--- src/rtl/uart_rx_deframer.sv ---
// uart_rx_deframer
//
// UART receive front end feeding the instruction-memory loader. It does four things:
//   - Synchronises the raw RX line.
//   - Oversamples it at 16x baud.
//   - Deframes 8N1 bytes, LSB first.
//   - Hands each good byte to the consumer through a sticky ready flag.
//
// Ports:
//   clk        system clock, all logic on the rising edge
//   rst        synchronous active-high reset
//   rx         raw asynchronous serial line, idles high
//   rdy_clr    one-cycle pulse from the consumer, clears rdy and overrun
//   dout[7:0]  last correctly received byte
//   rdy        byte available on dout, sticky until rdy_clr
//   frame_err  one-cycle pulse when a stop bit is sampled low
//   overrun    sticky, a byte completed while rdy was still set
//   busy       receiver is anywhere but idle
//
// Parameters:
//   CLK_HZ  system clock frequency in Hz
//   BAUD    line rate in bit/s
//   The derived TICK_DIV (clocks per oversample tick) must come out >= 1.

module uart_rx_deframer #(
  parameter int unsigned CLK_HZ = 64000000,
  parameter int unsigned BAUD   = 115200
) (
  input  logic       clk,
  input  logic       rst,
  input  logic       rx,
  input  logic       rdy_clr,
  output logic [7:0] dout,
  output logic       rdy,
  output logic       frame_err,
  output logic       overrun,
  output logic       busy
);

  // Rounded to the nearest integer divisor.
  localparam int unsigned TICK_DIV = (CLK_HZ + BAUD * 8) / (BAUD * 16);
  localparam int unsigned DivW     = (TICK_DIV > 1) ? $clog2(TICK_DIV) : 1;
  localparam logic [DivW-1:0] DivLast = DivW'(TICK_DIV - 1);

  typedef enum logic [2:0] {
    StIdle,
    StStart,
    StData,
    StStop,
    StBreak
  } state_e;

  // ---------------------------------------------------------------------------
  // Input synchroniser
  // ---------------------------------------------------------------------------
  logic sync1_q;
  logic rxs_q;

  // ---------------------------------------------------------------------------
  // Receiver state
  // ---------------------------------------------------------------------------
  state_e          state_q, state_d;
  logic [DivW-1:0] div_q, div_d;
  logic [3:0]      sub_q, sub_d;
  logic [2:0]      bit_q, bit_d;
  logic [7:0]      shift_q, shift_d;
  logic            deliver_q, deliver_d;
  logic            frame_err_q, frame_err_d;
  logic            tick;

  // ---------------------------------------------------------------------------
  // Consumer-facing registers
  // ---------------------------------------------------------------------------
  logic [7:0] dout_q, dout_d;
  logic       rdy_q, rdy_d;
  logic       overrun_q, overrun_d;

  // ---------------------------------------------------------------------------
  // Oversample tick generator
  // ---------------------------------------------------------------------------
  // The divider is held at zero while idle, so the tick phase is aligned to the
  // detected start edge and every later sample lands at a fixed offset in its bit.
  assign tick = (state_q != StIdle) && (div_q == DivLast);

  always_comb begin
    div_d = div_q;
    if (state_q == StIdle) begin
      div_d = '0;
    end else if (tick) begin
      div_d = '0;
    end else begin
      div_d = div_q + 1'b1;
    end
  end

  // ---------------------------------------------------------------------------
  // Deframing FSM, next-state logic
  // ---------------------------------------------------------------------------
  always_comb begin
    state_d     = state_q;
    sub_d       = sub_q;
    bit_d       = bit_q;
    shift_d     = shift_q;
    deliver_d   = 1'b0;
    frame_err_d = 1'b0;

    unique case (state_q)
      StIdle: begin
        if (!rxs_q) begin
          state_d = StStart;
          sub_d   = '0;
          bit_d   = '0;
        end
      end

      StStart: begin
        if (tick) begin
          // The 8th tick falls in the middle of the start bit.
          if (sub_q == 4'd7) begin
            if (rxs_q) begin
              // The line went back high, so this was a glitch. Drop it quietly.
              state_d = StIdle;
            end else begin
              state_d = StData;
              sub_d   = '0;
              bit_d   = '0;
            end
          end else begin
            sub_d = sub_q + 4'd1;
          end
        end
      end

      StData: begin
        if (tick) begin
          if (sub_q == 4'd15) begin
            shift_d[bit_q] = rxs_q;
            sub_d          = '0;
            if (bit_q == 3'd7) begin
              state_d = StStop;
            end else begin
              bit_d = bit_q + 3'd1;
            end
          end else begin
            sub_d = sub_q + 4'd1;
          end
        end
      end

      StStop: begin
        if (tick) begin
          if (sub_q == 4'd15) begin
            sub_d = '0;
            if (rxs_q) begin
              // Return to idle at mid stop bit so a back-to-back start edge is caught.
              deliver_d = 1'b1;
              state_d   = StIdle;
            end else begin
              frame_err_d = 1'b1;
              state_d     = StBreak;
            end
          end else begin
            sub_d = sub_q + 4'd1;
          end
        end
      end

      StBreak: begin
        // A held-low line must not re-trigger a start. Wait for it to go high.
        if (rxs_q) begin
          state_d = StIdle;
        end
      end

      default: begin
        state_d = StIdle;
      end
    endcase
  end

  // ---------------------------------------------------------------------------
  // Delivery and consumer handshake
  // ---------------------------------------------------------------------------
  // A delivery always wins over a same-cycle rdy_clr. The consumer is then
  // treated as having read the old byte, so overrun stays clear.
  always_comb begin
    dout_d    = dout_q;
    rdy_d     = rdy_q;
    overrun_d = overrun_q;
    if (deliver_q) begin
      dout_d = shift_q;
      rdy_d  = 1'b1;
      if (rdy_q && !rdy_clr) begin
        overrun_d = 1'b1;
      end
    end else if (rdy_clr && rdy_q) begin
      rdy_d     = 1'b0;
      overrun_d = 1'b0;
    end
  end

  // ---------------------------------------------------------------------------
  // State registers
  // ---------------------------------------------------------------------------
  always_ff @(posedge clk) begin
    if (rst) begin
      sync1_q     <= 1'b1;
      rxs_q       <= 1'b1;
      state_q     <= StIdle;
      div_q       <= '0;
      sub_q       <= '0;
      bit_q       <= '0;
      shift_q     <= '0;
      deliver_q   <= 1'b0;
      frame_err_q <= 1'b0;
      dout_q      <= '0;
      rdy_q       <= 1'b0;
      overrun_q   <= 1'b0;
    end else begin
      sync1_q     <= rx;
      rxs_q       <= sync1_q;
      state_q     <= state_d;
      div_q       <= div_d;
      sub_q       <= sub_d;
      bit_q       <= bit_d;
      shift_q     <= shift_d;
      deliver_q   <= deliver_d;
      frame_err_q <= frame_err_d;
      dout_q      <= dout_d;
      rdy_q       <= rdy_d;
      overrun_q   <= overrun_d;
    end
  end

  // ---------------------------------------------------------------------------
  // Outputs
  // ---------------------------------------------------------------------------
  assign dout      = dout_q;
  assign rdy       = rdy_q;
  assign frame_err = frame_err_q;
  assign overrun   = overrun_q;
  assign busy      = (state_q != StIdle);

endmodule

--- config.mk ---
export PLATFORM = sky130hd
export DESIGN_NAME = uart_rx_deframer
export DESIGN_NICKNAME = d
export VERILOG_FILES = /design/src/rtl/uart_rx_deframer.sv
export SDC_FILE = /design/constraint.sdc
export NUM_CORES = 1
export LEC_CHECK = 0
export CAP_MARGIN = 20
export CORE_UTILIZATION = 60
export CTS_CLUSTER_DIAMETER = 120
export DETAILED_ROUTE_END_ITERATION = 10
export PLACE_DENSITY = 0.86
export SETUP_SLACK_MARGIN = 0.2
export SYNTH_ARGS = -nofsm -noshare
export SYNTH_HDL_FRONTEND = slang
export SYNTH_SLANG_ARGS = --single-unit
--- constraint.sdc ---
create_clock -name clk -period 3.5 [get_ports clk]
set_input_delay 0.525 -clock clk [delete_from_list [all_inputs] [get_ports clk]]
set_output_delay 0.525 -clock clk [all_outputs]
set_load 0.02 [all_outputs]
Word level (Yosys, flattened, before mapping)
Cells that the tools add are included.

operators by class
  bitwise gates (word level) = 3
  multiplexer cells = 34
  eq/ne operators = 20
  reductions and logical operators = 18
  add/sub/neg operators = 3
  magnitude comparators = 2

operator list
  kind                                                                          count
  3-bit two-way mux                                                             16
  4-bit two-way mux                                                             5
  2-bit inequality test, second input constant                                  10
  3-bit one-hot mux with 5 select lines                                         1
  4-bit one-hot mux with 3 select lines                                         1
  3-bit one-hot mux with 3 select lines                                         1
  9-bit AND reduction                                                           1
  3-bit nonzero test                                                            3
  8-bit bitwise mux                                                             1
  1-bit two-way mux                                                             7
  6-bit by 1-bit adder with 6-bit output, second input constant                 1
  3-bit by 2-bit == test with 1-bit output, second input constant               2
  3-bit == test, second input constant                                          2
  6-bit == test, second input constant                                          1
  3-bit AND reduction                                                           2
  6-bit AND reduction                                                           1
  4-bit by 1-bit adder with 4-bit output, second input constant                 1
  4-bit by 3-bit == test with 1-bit output, second input constant               1
  4-bit == test, second input constant                                          1
  1-bit logical AND                                                             4
  3-bit by 4-bit less-than comparator with 1-bit output, second input constant  1
  2-bit by 1-bit inequality test with 1-bit output, second input constant       2
  4-bit OR reduction                                                            1
  3-bit by 1-bit adder with 3-bit output, second input constant                 1
  other kinds (11)                                                              13

storage, ports and cells
  output and inout port bits = 12
  bits in registers = 38
  input port bits = 4

Longest topological paths before layout
  word-level depth = 5
  depth in mapped cells = 8
  mapped depth without buffers = 6

Worst setup path before layout
OpenSTA, ideal clock, no wires.

  path kind = register to register
  from = register bit_q[0]
  to = register state_q[0]
  setup slack = 1.878 ns
  path buffers = 0
  setup time = 0.118 ns
  data required time = 3.382 ns
  clock period less this slack = 1.622 ns
  stages on the path, launching flop included = 7
  arrival = 1.504 ns
  cell sequence = dfxtp_1 -> ha_1 -> ha_1 -> nand4_1 -> a222oi_1 -> a211o_1 -> nand2_1

on the way
  longest elaborated chain between the ends = 3

ends and longest elaborated chain
  what                                    RTL line  source
  from (decl)                             65        logic [2:0] bit_q, bit_d;
  from (signal assigned)                  225       bit_q <= bit_d;
  3-bit == test                           139       if (bit_q == 3'd7) begin
  2-bit inequality test (no source line)  n/a
  9-bit AND reduction (no source line)    n/a
  to (signal assigned)                    209       state_q <= StIdle;
  to (signal assigned)                    222       state_q <= state_d;
  to (decl)                               62        state_e state_q, state_d;

No other way between the ends.
A chain may end at the register's enable or synchronous reset.

Worst setup path in the final report
  from = register state_q[1]
  to = output port busy

on the way
  longest elaborated chain between the ends = 1

ends and longest elaborated chain
  what                RTL line  source
  3-bit nonzero test  242       assign busy = (state_q != StIdle);
  to (decl)           37        output logic busy

No other way between the ends.

==> flow_metrics.py <==
metrics = {
    "timing": {
        "period_share_pct": 71.2,
        "max_slew_margin_pct": 51.8,
        "finalHoldViolations": 0,
        "worst_slew_pin_slew_ns": 0.720,
        "slew_viol_final": 0,
        "fmax_ghz": 0.401,
        "period_minus_slack_ns": 2.49,
        "rsz0062_at_grt": "false",
        "skew_ns": 0.00460,
        "setup_viol": 0,
        "fin_setup_tns_ns": 0,
    },
    "cells_and_area": {
        "drive_gt1_share_pct": 7.05,
        "fin_nets": 235,
        "area_growth_pct": 10.4,
        "fill_cells": 259,
        "multi_input_area_sq_um": 1130,
        "final_core_util_pct": 70.8,
        "regArea_sq_um": 761,
        "antennaDiodeCount": 0,
    },
    "worst_setup_path": {
        "crit_required_ns": 2.97,
        "rrSetupSlack_ns": 1.62,
        "crit_path_top_delay_cell": "dfxtp_1",
        "crit_path_end": "busy",
        "cp-end-kind": "output port",
        "regToRegEndpoint": "state_q[0]$_SDFFE_PP0P_",
        "crit_fanout": 17,
        "path_cells": "or2_1 -> nor2_1 -> inv_1 -> clkdlybuf4s50_1",
        "reg2reg_from": "bit_q[0]$_SDFFE_PP0P_",
        "crit_type": "reg -> out",
        "r2r_cells": 6,
        "crit_arrival_ns": 1.97,
        "worst_path_largest_cell_delay_ns": 0.64,
        "critPathLaunchType": "flip-flop",
        "crit_start": "state_q[1]$_SDFFE_PP0P_",
    },
    "cts": {
        "numCtsBuffers": 5,
        "postCtsHoldBufs": 0,
        "clk_latency_ns": 0.34,
        "htreeDepth": 2,
        "cts_tree": "done",
        "post-cts-setup-buffers": 0,
        "cts-root-buf": "clkbuf_4",
        "ctsResizeCount": 0,
        "clkTransAtPathRegs_ns": 0.10,
        "clock-sinks": 38,
        "clockBufferDepth": 2,
    },
    "placement": {
        "gp_congestion": 0.872,
        "hpwlAfterDp_um": 2490,
        "port_buffers": 15,
    },
    "die": {
        "initial_core_util_pct": 64.2,
        "io_pins": 16,
        "die_area_sq_um": 3550,
        "core-area_sq_um": 3100,
        "die_y_um": 59.6,
        "fp.dieW_um": 59.6,
        "num_rows": 20,
    },
    "synth": {
        "async_flop_share_pct": 0,
        "syn_avg_cell_area_sq_um": 9.01,
        "yosysUniqueCellTypes": 50,
        "synthCells": 221,
        "synth.net_count": 230,
        "synth_edf_count": 0,
        "synth_seq_cells": 38,
        "synthFlopType": "dfxtp_1",
        "syn_area_sq_um": 1990,
        "yosysWarnings": 0,
        "yosysSeqAreaShare_pct": 38.2,
    },
    "pwr": {
        "peakVddDrop_uv": 231,
        "internal_power_uw": 658,
        "cellPowerDensity_nw_per_um2": 413,
        "p_sw_uw": 250,
        "seqPwrFrac_pct": 52.4,
        "swShare_pct": 27.5,
        "combPwrFrac_pct": 16.0,
        "finalPower_uw": 908,
        "clkPwrFrac_pct": 31.6,
        "leakage_uw": 0.000799,
    },
    "global_route": {
        "grt.busiest_layer": "met2",
        "gr-usage-met3_pct": 5.90,
        "use_met1_pct": 32.6,
        "antenna_found_initial": 0,
        "grt_pass1_vias": 1365,
        "grt.total_usage_pct": 23.2,
        "grt_use_met2_pct": 33.5,
        "grt_pass1_wl_um": 6180,
        "grt.overflow.total": 0,
        "grt_max_degree": 23,
    },
    "detailed_routing": {
        "drc": 0,
        "vias": 1564,
        "drt_wl_total_um": 3500,
        "drt_iter0_markers": 69,
        "wire_per_inst_um": 12.9,
        "ant_nets": 0,
        "first_pass_iters": 4,
        "viasPerCell": 5.77,
    },
    "hold_path": {
        "hold_path.class": "reg -> reg",
    },
    "outcome": {
        "outcome": "finished clean",
    },
    "flow_run": {
        "maxCapViolCount": 0,
    },
}
## routing by layer
layer | share of wire, % | up-vias
met5 | 0 | -
met4 | 1.7 | 0
met3 | 5.4 | 7
met2 | 43 | 48
met1 | 50 | 714
li1 | - | 795
## cell families after synthesis
family	after synthesis	share of synthesized area, %
mux	19	9.55
simple gates	96	28.3
flops	38	38.2
buf+inv	24	5.21
xor+xnor	6	2.64
fa+ha+maj	5	3.14
compound gates	33	13.0
## metrics by stage
stage | hold WS [ns] | instance area (sq um) | worst slack (ns) | instances
3_5_place_dp | 0.395 | 2120 | 1.37 | 263
6_report | 0.420 | 2200 | 1.01 | 271
4_1_cts | 0.421 | 2200 | 1.02 | 271
5_1_grt | 0.436 | 2200 | 0.894 | 271
2_1_floorplan | 0.389 | 1990 | 1.88 | 221
3_3_place_gp | 0.393 | 2120 | 1.38 | 263
## worst max-delay path, delay by kind of cell (launching register included)
family / cells / cell delay, ns
and+or+nand+nor: 2 / 0.31
buffers and inverters: 2 / 0.67
DFF: 1 / 0.64
## power by group through the flow
stage	Clock (uW)	Sequential [uW]	Combinational (uW)
floorplan	0	465	129
global placement	0	485	140
detailed placement	0	485	142
CTS	297	475	143
global route	320	480	160
finish	287	476	145
## synth_stat cells (6+ instances only)
master,count,area (sq um)
nand2b_1,13,81.3
mux2i_1,19,190
nand2_1,9,33.8
nor2b_1,6,37.5
clkbuf_1,10,37.5
nand3_1,12,60.1
nand4_1,7,43.8
nor2_1,23,86.3
dfxtp_1,38,761
## worst min-delay path by stage
stage,to,startpoint,cells after the start
floorplan,rxs_q$_SDFF_PP1_,sync1_q$_SDFF_PP1_,1
global placement,rxs_q$_SDFF_PP1_,sync1_q$_SDFF_PP1_,1
detailed placement,rxs_q$_SDFF_PP1_,sync1_q$_SDFF_PP1_,1
CTS,rxs_q$_SDFF_PP1_,sync1_q$_SDFF_PP1_,1
global route,rxs_q$_SDFF_PP1_,sync1_q$_SDFF_PP1_,1
finish,rxs_q$_SDFF_PP1_,sync1_q$_SDFF_PP1_,1
## cell usage in the layout, fill, tap and decap left out, types with 2 or more instances in the layout
cell type / instances
o21ai_0: 3
nand2_1: 9
o211ai_1: 2
clkbuf_4: 5
xor2_1: 3
a21o_1: 3
a31oi_1: 4
clkdlybuf4s50_1: 15
nand3_1: 12
nor2_1: 23
or2_2: 2
xnor2_1: 3
nor3b_1: 2
and3_1: 3
o2111ai_1: 3
nand4_1: 7
mux2i_1: 19
a21oi_1: 5
nand2b_1: 13
ha_1: 5
dfxtp_1: 38
a311oi_1: 2
clkbuf_1: 2
nor2b_1: 6
nor3_1: 2
and2_1: 3
or3_1: 2
a211o_1: 2
inv_1: 5
nand3b_1: 3
## layout make-up
cell class / instances / area share, %
clock buffer: 7 / 2.05
timing repair buffer: 16 / 7.17
sequential: 38 / 34.6
clock inverter: 1 / 1.37
tap: 44 / 2.50
inverter: 6 / 1.02
multi-input combinational: 159 / 51.3
## state kept, by name, summed over array words and instances (netlist names)
name	count
frame_err	1
shift_q	8
overrun	1
sync1_q	1
deliver_q	1
rxs_q	1
div_q	6
state_q	3
dout	8
rdy	1
sub_q	4
bit_q	3
No activity file was read; power rests on OpenSTA's default activity.
